===== src/rtl/calculate_pkg.sv =====
// Shared types and default constants for the calculate_pipe slice.
// Holds the FSM state encoding and the default OFFSET/THRESH values.
package calculate_pkg;

    typedef enum logic [1:0] {
        ST_IDLE,
        ST_CALC,
        ST_ADD,
        ST_DONE
    } state_t;

    localparam int signed OFFSET_DEFAULT = 100;
    localparam int signed THRESH_DEFAULT = 1000;

endpackage


===== src/rtl/calculate_pipe_if.sv =====
// Handshake and operand/result bundle for calculate_pipe.
// master = requester side, slave = calculate_pipe side.
interface calculate_pipe_if #(
    parameter int DATA_W = 32
);

    logic              ap_start;
    logic              ap_ready;
    logic              ap_done;
    logic              ap_idle;
    logic [DATA_W-1:0] a;
    logic [DATA_W-1:0] b;
    logic [DATA_W-1:0] ap_return;
    logic              ap_ovf;

    modport master (
        output ap_start, a, b,
        input  ap_ready, ap_done, ap_idle, ap_return, ap_ovf
    );

    modport slave (
        input  ap_start, a, b,
        output ap_ready, ap_done, ap_idle, ap_return, ap_ovf
    );

endinterface


===== src/rtl/calculate_addsat.sv =====
// Combinational signed add with overflow flag and optional clamp to
// signed max/min when SAT_EN is set; wraps otherwise.
module calculate_addsat #(
    parameter int DATA_W = 32,
    parameter int SAT_EN = 0
) (
    input  logic [DATA_W-1:0] x,
    input  logic [DATA_W-1:0] y,
    output logic [DATA_W-1:0] sum,
    output logic              ovf
);

    localparam int MSB = DATA_W - 1;

    logic [DATA_W-1:0] raw;

    always_comb begin
        raw = x + y;
        ovf = (x[MSB] == y[MSB]) && (raw[MSB] != x[MSB]);
        sum = raw;
        // Operands share a sign on overflow, so x[MSB] gives its direction.
        if ((SAT_EN != 0) && ovf) begin
            sum = x[MSB] ? {1'b1, {(DATA_W-1){1'b0}}} : {1'b0, {(DATA_W-1){1'b1}}};
        end
    end

endmodule


===== src/rtl/calculate_pipe.sv =====
// Four-state request pipeline: capture a/b, add OFFSET and compare against
// THRESH, then conditionally add b with overflow detection.
module calculate_pipe
    import calculate_pkg::*;
#(
    parameter int        DATA_W = 32,
    parameter int signed OFFSET = OFFSET_DEFAULT,
    parameter int signed THRESH = THRESH_DEFAULT,
    parameter int        SAT_EN = 0
) (
    input  logic             ap_clk,
    input  logic             ap_rst,
    calculate_pipe_if.slave  bus
);

    localparam logic        [DATA_W-1:0] OFFSET_C = DATA_W'(OFFSET);
    localparam logic signed [DATA_W-1:0] THRESH_C = DATA_W'(THRESH);

    state_t            state;
    logic [DATA_W-1:0] a_r;
    logic [DATA_W-1:0] b_r;
    logic [DATA_W-1:0] value_r;
    logic              flag_r;
    logic [DATA_W-1:0] ret_r;
    logic              ovf_r;
    logic              done_r;

    logic [DATA_W-1:0] value_c;
    logic [DATA_W-1:0] add_sum;
    logic              add_ovf;
    logic [DATA_W-1:0] res_c;
    logic              res_ovf_c;

    assign value_c = a_r + OFFSET_C;

    calculate_addsat #(
        .DATA_W (DATA_W),
        .SAT_EN (SAT_EN)
    ) u_addsat (
        .x   (value_r),
        .y   (b_r),
        .sum (add_sum),
        .ovf (add_ovf)
    );

    always_comb begin
        res_c     = value_r;
        res_ovf_c = 1'b0;
        if (flag_r) begin
            res_c     = add_sum;
            res_ovf_c = add_ovf;
        end
    end

    always_ff @(posedge ap_clk) begin
        if (ap_rst) begin
            state  <= ST_IDLE;
            ret_r  <= '0;
            ovf_r  <= 1'b0;
            done_r <= 1'b0;
        end else begin
            case (state)
                ST_IDLE: begin
                    if (bus.ap_start) begin
                        a_r   <= bus.a;
                        b_r   <= bus.b;
                        state <= ST_CALC;
                    end
                end
                ST_CALC: begin
                    value_r <= value_c;
                    flag_r  <= $signed(value_c) > THRESH_C;
                    state   <= ST_ADD;
                end
                ST_ADD: begin
                    ret_r  <= res_c;
                    ovf_r  <= res_ovf_c;
                    done_r <= 1'b1;
                    state  <= ST_DONE;
                end
                ST_DONE: begin
                    done_r <= 1'b0;
                    state  <= ST_IDLE;
                end
                default: state <= ST_IDLE;
            endcase
        end
    end

    // Reset wins over ap_start, so no acceptance is advertised during reset.
    assign bus.ap_ready  = (state == ST_IDLE) && bus.ap_start && !ap_rst;
    assign bus.ap_idle   = (state == ST_IDLE);
    assign bus.ap_done   = done_r;
    assign bus.ap_return = ret_r;
    assign bus.ap_ovf    = ovf_r;

endmodule


===== src/flat_wrapper.sv =====
// flat-port wrapper written by rule: the top's interface ports become plain ports
module calculate_pipe_flat import calculate_pkg::*;
#(
    parameter int        DATA_W = 32,
    parameter int signed OFFSET = OFFSET_DEFAULT,
    parameter int signed THRESH = THRESH_DEFAULT,
    parameter int        SAT_EN = 0
)
  (ap_clk, ap_rst, bus_ap_start, bus_a, bus_b, bus_ap_ready, bus_ap_done, bus_ap_idle, bus_ap_return, bus_ap_ovf);
  calculate_pipe_if #(.DATA_W(DATA_W)) bus_i ();
  input  logic ap_clk;
  input  logic ap_rst;
  input wire logic [$bits(bus_i.ap_start)-1:0] bus_ap_start;
  input wire logic [$bits(bus_i.a)-1:0] bus_a;
  input wire logic [$bits(bus_i.b)-1:0] bus_b;
  output wire logic [$bits(bus_i.ap_ready)-1:0] bus_ap_ready;
  output wire logic [$bits(bus_i.ap_done)-1:0] bus_ap_done;
  output wire logic [$bits(bus_i.ap_idle)-1:0] bus_ap_idle;
  output wire logic [$bits(bus_i.ap_return)-1:0] bus_ap_return;
  output wire logic [$bits(bus_i.ap_ovf)-1:0] bus_ap_ovf;
  assign bus_i.ap_start = bus_ap_start;
  assign bus_i.a = bus_a;
  assign bus_i.b = bus_b;
  assign bus_ap_ready = bus_i.ap_ready;
  assign bus_ap_done = bus_i.ap_done;
  assign bus_ap_idle = bus_i.ap_idle;
  assign bus_ap_return = bus_i.ap_return;
  assign bus_ap_ovf = bus_i.ap_ovf;
  calculate_pipe #(.DATA_W(DATA_W), .OFFSET(OFFSET), .THRESH(THRESH), .SAT_EN(SAT_EN)) u_core (.ap_clk(ap_clk), .ap_rst(ap_rst), .bus(bus_i));
endmodule

===== config.mk =====
export PLATFORM = sky130hd
export DESIGN_NAME = calculate_pipe_flat
export DESIGN_NICKNAME = d
export VERILOG_FILES = /design/src/rtl/calculate_pkg.sv /design/src/rtl/calculate_pipe_if.sv /design/src/rtl/calculate_addsat.sv /design/src/rtl/calculate_pipe.sv /design/src/flat_wrapper.sv
export SDC_FILE = /design/constraint.sdc
export NUM_CORES = 1
export LEC_CHECK = 0
export ABC_AREA = 0
export BUFFER_PORTS_ARGS = -buffer_cell sky130_fd_sc_hd__buf_2
export CAP_MARGIN = 40
export CORE_ASPECT_RATIO = 0.9
export CORE_MARGIN = 1.5
export CORE_UTILIZATION = 30
export DETAILED_ROUTE_END_ITERATION = 8
export PLACE_DENSITY_LB_ADDON = 0.25
export REMOVE_ABC_BUFFERS = 1
export SYNTH_ARGS = -nofsm -noshare
export SYNTH_HDL_FRONTEND = slang
export SYNTH_SLANG_ARGS = --single-unit

===== constraint.sdc =====
create_clock -name ap_clk -period 3.4 [get_ports ap_clk]
set_clock_uncertainty 0.2 [all_clocks]
set_input_delay 0.17 -clock ap_clk [delete_from_list [all_inputs] [get_ports ap_clk]]
set_output_delay 0.17 -clock ap_clk [all_outputs]
set_load 0.005 [all_outputs]

* Word level (Yosys, flattened, before mapping)
Index checks and enable logic that the tools add are counted.
Widths: inputs -> output; s select.
** Storage, ports and cells
- Register bits after elaboration :: 133
- Input bits :: 67
- Output and inout bits :: 36
- Word-level logic and storage cells :: 31
** Cells by class
- Add/sub/neg operators :: 2
- Magnitude comparators :: 1
- Equal/unequal tests :: 6
- Mux-type cells :: 5
- Bitwise operators :: 1
- Reductions and logical operators :: 8
** Operators with widths (number)
- $add 32x32->32 :: 1
- $add 32x7->32 const B :: 1
- $gt 32x11->1 const B :: 1
- $mux 32 :: 1
- $pmux 2 s4 :: 1
- $eq 2x2->1 const B :: 2
- $logic_and 1x1->1 :: 3
- $reduce_and 3->1 :: 1
- $eq 2x1->1 const B :: 1
- $logic_not 2->1 :: 1
- $mux 2 :: 1
- $ne 2x2->1 const B :: 1
- $pmux 1 s2 :: 1
- $reduce_and 2->1 :: 1
- $reduce_bool 2->1 :: 1
- $eq 1x1->1 :: 1
- $logic_not 1->1 :: 1
- $mux 1 :: 1
- $ne 1x1->1 :: 1
- $not 1->1 :: 1

* Longest topological paths before layout
Gate-level depths: netlist of run 1.
- Depth after elaboration :: 4
- Mapped depth :: 12
- Mapped depth without buffers :: 12

* Cells and area by module
A second synthesis of run 1 with hierarchy kept.
** Unflattened totals
- Cells, all modules :: 656
- Area, all modules :: 7297.0 um^2
** Modules (own cells, without submodules)
- calculate_pipe :: instances 1, cells each 390, area each 5365.1 um^2, sequential area each 3633.5 um^2
- calculate_addsat :: instances 1, cells each 266, area each 1931.9 um^2, sequential area each 0.0 um^2

* Worst setup path before layout of run 1
No wires, ideal clock.
- Path kind :: flip-flop to flip-flop
- Start :: register u_core.state[0]
- End :: register u_core.a_r[0] (enable)
- Library setup time :: 0.429 ns
- Data arrival time :: 2.210 ns
- Required time :: 2.771 ns
- Path slack :: 0.561 ns
- Cell stages (with the launch flop) :: 4
- Path buffers :: 0
- Period minus slack after synthesis :: 2.839 ns
- Cell sequence :: dfxtp_1 > inv_1 > ha_1 > and3_1
** On the way
- Longest elaborated chain between the ends :: 2
** Ends and longest elaborated chain
- start, declared :: RTL line calculate_pipe.sv:19 : state_t state;
- start signal, assigned :: RTL line calculate_pipe.sv:57 : state <= ST_IDLE;
- start signal, assigned :: RTL line calculate_pipe.sv:67 : state <= ST_CALC;
- start signal, assigned :: RTL line calculate_pipe.sv:73 : state <= ST_ADD;
- $logic_not 2->1
- named net bus_ap_idle :: RTL line flat_wrapper.sv:18 : output wire logic [$bits(bus_i.ap_idle)-1:0] bus_ap_idle;
- $reduce_and 3->1 (no line)
- end signal, assigned :: RTL line calculate_pipe.sv:65 : a_r <= bus.a;
- end, declared :: RTL line calculate_pipe.sv:20 : logic [DATA_W-1:0] a_r;
The timed path passes the listed nets, and every way through them passes these cells.
A chain may end at the register's enable or synchronous reset.

* Worst setup path in the final report of run 1
- Start :: register u_core.value_r[0]
- End :: register u_core.ret_r[26], in the netlist u_core.bus.ap_return[26]
** On the way
- Longest elaborated chain between the ends :: 2
** Ends and longest elaborated chain
- start, declared :: RTL line calculate_pipe.sv:22 : logic [DATA_W-1:0] value_r;
- start signal, assigned :: RTL line calculate_pipe.sv:71 : value_r <= value_c;
- $add 32x32->32 :: RTL line calculate_addsat.sv:18 : raw = x + y;
- $mux 32 :: RTL line calculate_pipe.sv:49 : if (flag_r) begin
- end signal, assigned :: RTL line calculate_pipe.sv:76 : ret_r <= res_c;
- end, declared :: RTL line calculate_pipe.sv:24 : logic [DATA_W-1:0] ret_r;
Every way passes these cells.

==> flow_metrics.tcl, run 1 <==
set metrics [dict create \
    maxCapViolations 0 \
    grt_max_degree 66 \
    min_period_ps 3090 \
    crit_type "reg2reg" \
    crit_family "compound AO/OA/AOI/OAI gates" \
    seq_area_frac_synth_pct 52.8 \
    die_h_um 147 \
    drt-pass1-iter-count 4 \
    wl_um 16800 \
    rows 52 \
    cts_root_buffer "clkbuf_16" \
    ios 103 \
    setup_tns_ps 0 \
    dp_hpwl_um 12500 \
    finalSetupViolations 0 \
    vias 5216 \
    ant_nets 0 \
    cts_setup_buffers 0 \
    cts-resized-gates 0 \
    reg2reg_depth 12 \
    post-route-period-util_pct 91.0 \
    wl_per_cell_um 15.2 \
    critPathMaxStageDelay_ps 400 \
    critical_path_buf_inv_count 1 \
    syn_avg_cell_area_um2 11.0 \
    critPathCaptureType "flip-flop" \
    crit_cells 12 \
    cts_buffers 17 \
    layout.nets 903 \
    cts_tree "yes" \
    cp_cell_sequence "ha_1 > inv_1 > fa_1 > nand2b_1 > a21oi_1 > o21ai_1 > a21oi_1 > a31oi_1 > o21ai_0 > xor2_1 > mux2i_1 > a211oi_1" \
    cp_slowest_cell "fa_1" \
    ys_warn_count 0 \
    synth_cell_types 57 \
    syn_to_final_growth_pct 30.6 \
    min_path_type "in2reg" \
    start_util_pct 30.6 \
    start_kind "flip-flop" \
    cp_common_cell "a21oi_1" \
    vdd_drop_max_uv 266 \
    grt_usage_pct 14.3 \
    outcome "complete, no violations" \
    finalHoldViolCount 0 \
    instances_no_fill 1108 \
    via_per_inst 4.71 \
    worst_ep_required_time_ps 3530 \
    drt_iter0_drc 303 \
    tightest_slew_ps 659 \
    synth_edf_count 97 \
    whs_path_depth 4 \
    synth_flop_cell "edfxtp_1" \
    dieArea_um2 23900 \
    drc 0 \
    async_reset_ff_share_pct 0 \
    antenna_cells 0 \
    crit_arrival_ps 3220 \
    portBuffers 102 \
    cts_sinks 133 \
    timing.final.max_slew_violations 0 \
    cts.clk_slew.worst_paths_ps 60 \
    core_area_um2 22500 \
    netlist_area_um2 6890 \
    rsz0062_at_grt "false" \
    leakage_uw 0.00357 \
    hold_buffers 65 \
    clkLatencyLatePin_ps 420 \
    synth_seq_cells 133 \
    placedCellCount 1011 \
    antenna_found_initial 0 \
    drive_gt1_share_pct 18.7 \
    design_area_um2 9000 \
    h-tree-depth 4 \
    post_dp_cell_area_um2 7750 \
    relSlewSlack_pct 56.0 \
    power.density_nw_per_um2 668 \
    place_congestion 0.850 \
    fmax_mhz 323 \
    grt_overflow_total 0 \
    die_x_um 163 \
    syn_inst 626 \
    grt_pass1_vias 5056 \
    path_max_fanout 3 \
    grt_pass1_wl_um 26300 \
    clockBufferDepth 2 \
]
==> registers in the layout, summed over array words and instances, names as in the netlist <==
signal,count
u_core.flag_r,1
u_core.bus.ap_ovf,1
u_core.a_r,32
u_core.state,2
u_core.bus.ap_done,1
u_core.value_r,32
u_core.bus.ap_return,32
u_core.b_r,32
==> path summary, 6_finish.rpt <==
path	startpoint	end	slack [ps]
worst max-delay path	u_core.value_r[0]	u_core.bus.ap_return[26]	310
worst min-delay path	ap_rst	u_core.bus.ap_return[17]	40
worst max register to register	u_core.value_r[0]	u_core.bus.ap_return[26]	310
worst min register to register	u_core.a_r[0]	u_core.value_r[0]	260
==> cells in the final DEF, fill, tap and decap left out, drive strengths merged, types with 4 or more instances in the layout <==
cell type    Yosys  routed
dfxtp           36      36
and2             6       6
clkinv           0       4
nand2           43      43
xor2            17      17
clkbuf          18      23
nand4           13      13
a21oi           43      43
dlygate4sd3      0      65
a21boi           5       5
nor2            64      64
o31a             4       4
a211oi          26      26
and4             4       4
nand3            6       6
or4              4       4
a31oi            7       7
o211ai           4       4
nor3            11      11
a21o            17      17
buf              5     111
o21ai           23      23
nand3b           5       5
o21bai           4       4
a311oi           4       4
o21a             4       4
inv             20      21
edfxtp          97      97
nor2b            6       6
xnor2           30      30
ha              37      37
mux2i           20      20
and3             9       9
==> final cells by class <==
type | count | area (µm²)
Fill cell | 2247 | 13500
Sequential cell | 133 | 3630
Multi-Input combinational cell | 450 | 3090
Timing Repair Buffer | 176 | 1230
Clock buffer | 23 | 508
Tap cell | 297 | 372
Clock inverter | 9 | 92.6
Inverter | 20 | 75.1
==> report_power, final <==
group          total [µW]  internal, µW  switching [µW]
Combinational        1830           803            1030
Clock                1830          1130             699
Sequential           2350          2140             214
Total                6010          4070            1940
==> through the flow <==
stage | hold WS [ps] | power, µW | setup WS [ps] | utilization [%]
after global routing | 45.9 | 6390 | 14.4 | 40.0
after detailed placement | 148 | 4170 | 321 | 34.4
after floorplan | 39.1 | 3560 | 478 | -
final | 44.8 | 6010 | 307 | 40.0
after CTS | 35.8 | 6080 | 275 | 40.0
after global placement | 147 | 4160 | 371 | 34.4
==> layer usage <==
metal / vias to the layer above / share of wire [%] / global-route usage, %
met4: 0 / 1.9 / 5.23
met2: 121 / 43 / 21.9
met1: 2388 / 50 / 19.5
met3: 21 / 5.1 / 3.61
met5: - / 0 / 0
li1: 2686 / - / -
==> worst register-to-register path: stages, from the launching register on <==
cell	delay (ps)
edfxtp_1	340
ha_1	190
inv_1	70
fa_1	400
nand2b_1	180
a21oi_1	180
o21ai_1	140
a21oi_1	230
a31oi_1	210
o21ai_0	350
xor2_1	180
mux2i_1	90
a211oi_1	250
==> cells by family after synthesis <==
logic type	count (synthesis)	synth area share [%]
adders and majority gates	38	7.01
DFF	133	52.8
and+or+nand+nor	186	13.5
xor gates and xnor gates	47	5.98
AOI/OAI and AO/OA	157	15.0
muxes	22	3.29
buffers and inverters	43	2.51
==> cell usage after synthesis, types with 3 or more instances <==
master | instances | area [µm²]
and4_1 | 4 | 35.0
a311oi_1 | 4 | 35.0
o31ai_1 | 3 | 22.5
mux2i_1 | 20 | 200
nand3_1 | 6 | 30.0
dfxtp_1 | 36 | 721
and2_1 | 6 | 37.5
a211oi_1 | 26 | 195
nand4_1 | 12 | 75.1
buf_1 | 3 | 11.3
inv_1 | 20 | 75.1
or3_1 | 3 | 18.8
ha_1 | 37 | 463
and3_1 | 9 | 56.3
a21o_1 | 17 | 128
nor3_1 | 11 | 55.1
edfxtp_1 | 97 | 2910
xor2_1 | 17 | 149
nor2_1 | 64 | 240
o21ai_0 | 22 | 110
or4_1 | 3 | 22.5
nand3b_1 | 5 | 37.5
a21oi_1 | 43 | 215
nand2b_1 | 3 | 18.8
o211ai_1 | 4 | 30.0
o31a_1 | 4 | 35.0
a21boi_0 | 5 | 37.5
o21bai_1 | 4 | 30.0
a31oi_1 | 7 | 43.8
nor2b_1 | 6 | 37.5
o21a_1 | 4 | 30.0
clkbuf_1 | 18 | 67.6
xnor2_1 | 30 | 263
nor4_1 | 3 | 18.8
nand2_1 | 43 | 161
(Power assumes the default switching activity.)
==> run 2: changes to the inputs <==
--- a/config.mk
+++ b/config.mk
@@ -10,7 +10,7 @@
 export CAP_MARGIN = 40
 export CORE_ASPECT_RATIO = 0.9
 export CORE_MARGIN = 1.5
-export CORE_UTILIZATION = 30
+export CORE_UTILIZATION = 55
 export DETAILED_ROUTE_END_ITERATION = 8
 export PLACE_DENSITY_LB_ADDON = 0.25
 export REMOVE_ABC_BUFFERS = 1
==> constraint.sdc (replaced) <==
create_clock -name ap_clk -period 3 [get_ports ap_clk]
set_clock_uncertainty 0.2 [all_clocks]
set_input_delay 0.15 -clock ap_clk [delete_from_list [all_inputs] [get_ports ap_clk]]
set_output_delay 0.15 -clock ap_clk [all_outputs]
set_load 0.005 [all_outputs]
==> run 2 against run 1 <==
  * Register-to-register slack got worse by 190 ps
  * Final area about the same
  * First-iteration DRC count rose by 20%
  * Die area decreased by 45%
  * Largest power group unchanged
==> flow_metrics.tcl, run 2 (synthesized netlist as in run 1, its figures left out) <==
set metrics [dict create \
    critical_path_buf_inv_count 1 \
    core_area_um2 12100 \
    cts_sinks 133 \
    crit_family "simple AND/OR/NAND/NOR gates" \
    clockBufferDepth 2 \
    final_util_pct 74.2 \
    layout.nets 914 \
    dieArea_um2 13200 \
    layout_commonest_cell "buf_2" \
    grt_pass1_wl_um 26500 \
    antenna_cells 0 \
    start_util_pct 56.8 \
    drc 0 \
    fmax_mhz 347 \
    grt_pass1_vias 5493 \
    vias 5629 \
    r2r_end "u_core.bus.ap_ovf" \
    relSlewSlack_pct 57.9 \
    critPathLaunch "u_core.value_r[17]" \
    critPathMaxStageDelay_ps 570 \
    die_x_um 121 \
    leakage_uw 0.00363 \
    path_max_fanout 4 \
    ios 103 \
    power.density_nw_per_um2 773 \
    dp_hpwl_um 11500 \
    cp_slowest_cell "or4_4" \
    r2r_slack_ps 120 \
    timing.final.max_slew_violations 0 \
    cts_buffers 17 \
    reg2reg_depth 11 \
    wl_per_cell_um 17.3 \
    via_per_inst 5.73 \
    h-tree-depth 4 \
    syn_to_final_growth_pct 30.6 \
    tightest_slew_ps 627 \
    post-route-period-util_pct 96.0 \
    finalHoldViolCount 0 \
    grt_max_degree 65 \
    setup_tns_ps 0 \
    min_period_ps 2880 \
    antenna_found_initial 0 \
    drt_iter0_drc 363 \
    rows 38 \
    crit_arrival_ps 2980 \
    drt-pass1-iter-count 4 \
    hold_start "bus_a[10]" \
    min_path_type "in2reg" \
    grt_overflow_total 0 \
    maxCapViolations 0 \
    cp_cell_sequence "ha_1 > or4_4 > a2bb2oi_1 > o31ai_4 > a21oi_1 > nor3_1 > buf_4 > a21oi_1 > o22ai_2 > mux2i_1 > o32ai_1" \
    grt_usage_pct 26.5 \
    cts_setup_buffers 0 \
    worst_r2r_startpoint "u_core.value_r[17]" \
    finalSetupViolations 0 \
    critPathCaptureType "flip-flop" \
    ant_nets 0 \
    cp_common_cell "a21oi_1" \
    crit_type "reg2reg" \
    die_h_um 109 \
    start_kind "flip-flop" \
    outcome "complete, no violations" \
    wl_um 17000 \
    vdd_drop_max_uv 582 \
    worst_ep_required_time_ps 3100 \
    cts_root_buffer "clkbuf_16" \
    clkLatencyLatePin_ps 420 \
    whs_path_depth 2 \
    drive_gt1_share_pct 21.5 \
    cts.clk_slew.worst_paths_ps 60 \
    portBuffers 102 \
    cts_tree "yes" \
    layout_common_cells "102 x buf_2, 97 x edfxtp_1, 66 x dlygate4sd3_1" \
    place_congestion 0.976 \
    hold_path_end "u_core.a_r[10]" \
]
==> run 2: through the flow <==
| stage | worst slack, ps | hold WS (ps) | area, µm² | total power, µW | std cells |
|---|---|---|---|---|---|
| floorplan | 77.5 | 19.1 | 6790 | 4030 | 603 |
| global placement | 68.3 | 126 | 7660 | 4660 | 884 |
| detailed placement | -30.5 | 128 | 7660 | 4760 | 884 |
| CTS | 13.6 | 204 | 8910 | 6890 | 982 |
| global route | -11.7 | 211 | 9000 | 7300 | 982 |
| finish | 119 | 227 | 9000 | 6950 | 982 |
==> run 2: worst max path at each step <==
stage | slack [ps] | cells after the start | end
after floorplan | 80 | 6 | u_core.bus.ap_return[30]
after global placement | 70 | 10 | u_core.bus.ap_ovf
after detailed placement | -30 | 12 | u_core.bus.ap_return[26]
after CTS | 10 | 9 | u_core.bus.ap_return[22]
after global routing | -10 | 11 | u_core.bus.ap_return[29]
final | 120 | 11 | u_core.bus.ap_ovf
==> run 2: where the power goes <==
group / internal, µW / switching [µW]
Clock: 1230 / 797
Sequential: 2420 / 248
Combinational: 982 / 1270
==> run 2: cell type report <==
| type | instances | area, µm² |
|---|---|---|
| clock buffer | 19 | 433 |
| timing repair buffer | 187 | 1330 |
| clock inverter | 13 | 149 |
| tap | 160 | 200 |
| multi-input combinational | 450 | 3180 |
| sequential | 133 | 3630 |
| fill | 816 | 3130 |
| inverter | 20 | 75.1 |
==> run 2: timing repair <==
| action | in CTS | in global routing |
|---|---|---|
| setup endpoints to repair | 3 | 16 |
| resized for setup | 2 | 22 |
| hold buffers | 66 | 0 |
| pin swaps | 0 | 6 |
| endpoints found under the hold margin | 78 | 0 |
==> run 2: layer usage <==
metal / up-vias / GRT usage [%] / wire length, µm
met5: - / 0 / 0
met4: 0 / 13.6 / 447
met3: 38 / 6.07 / 1110
met2: 241 / 43.1 / 8140
met1: 2642 / 33.4 / 7270
li1: 2708 / - / -
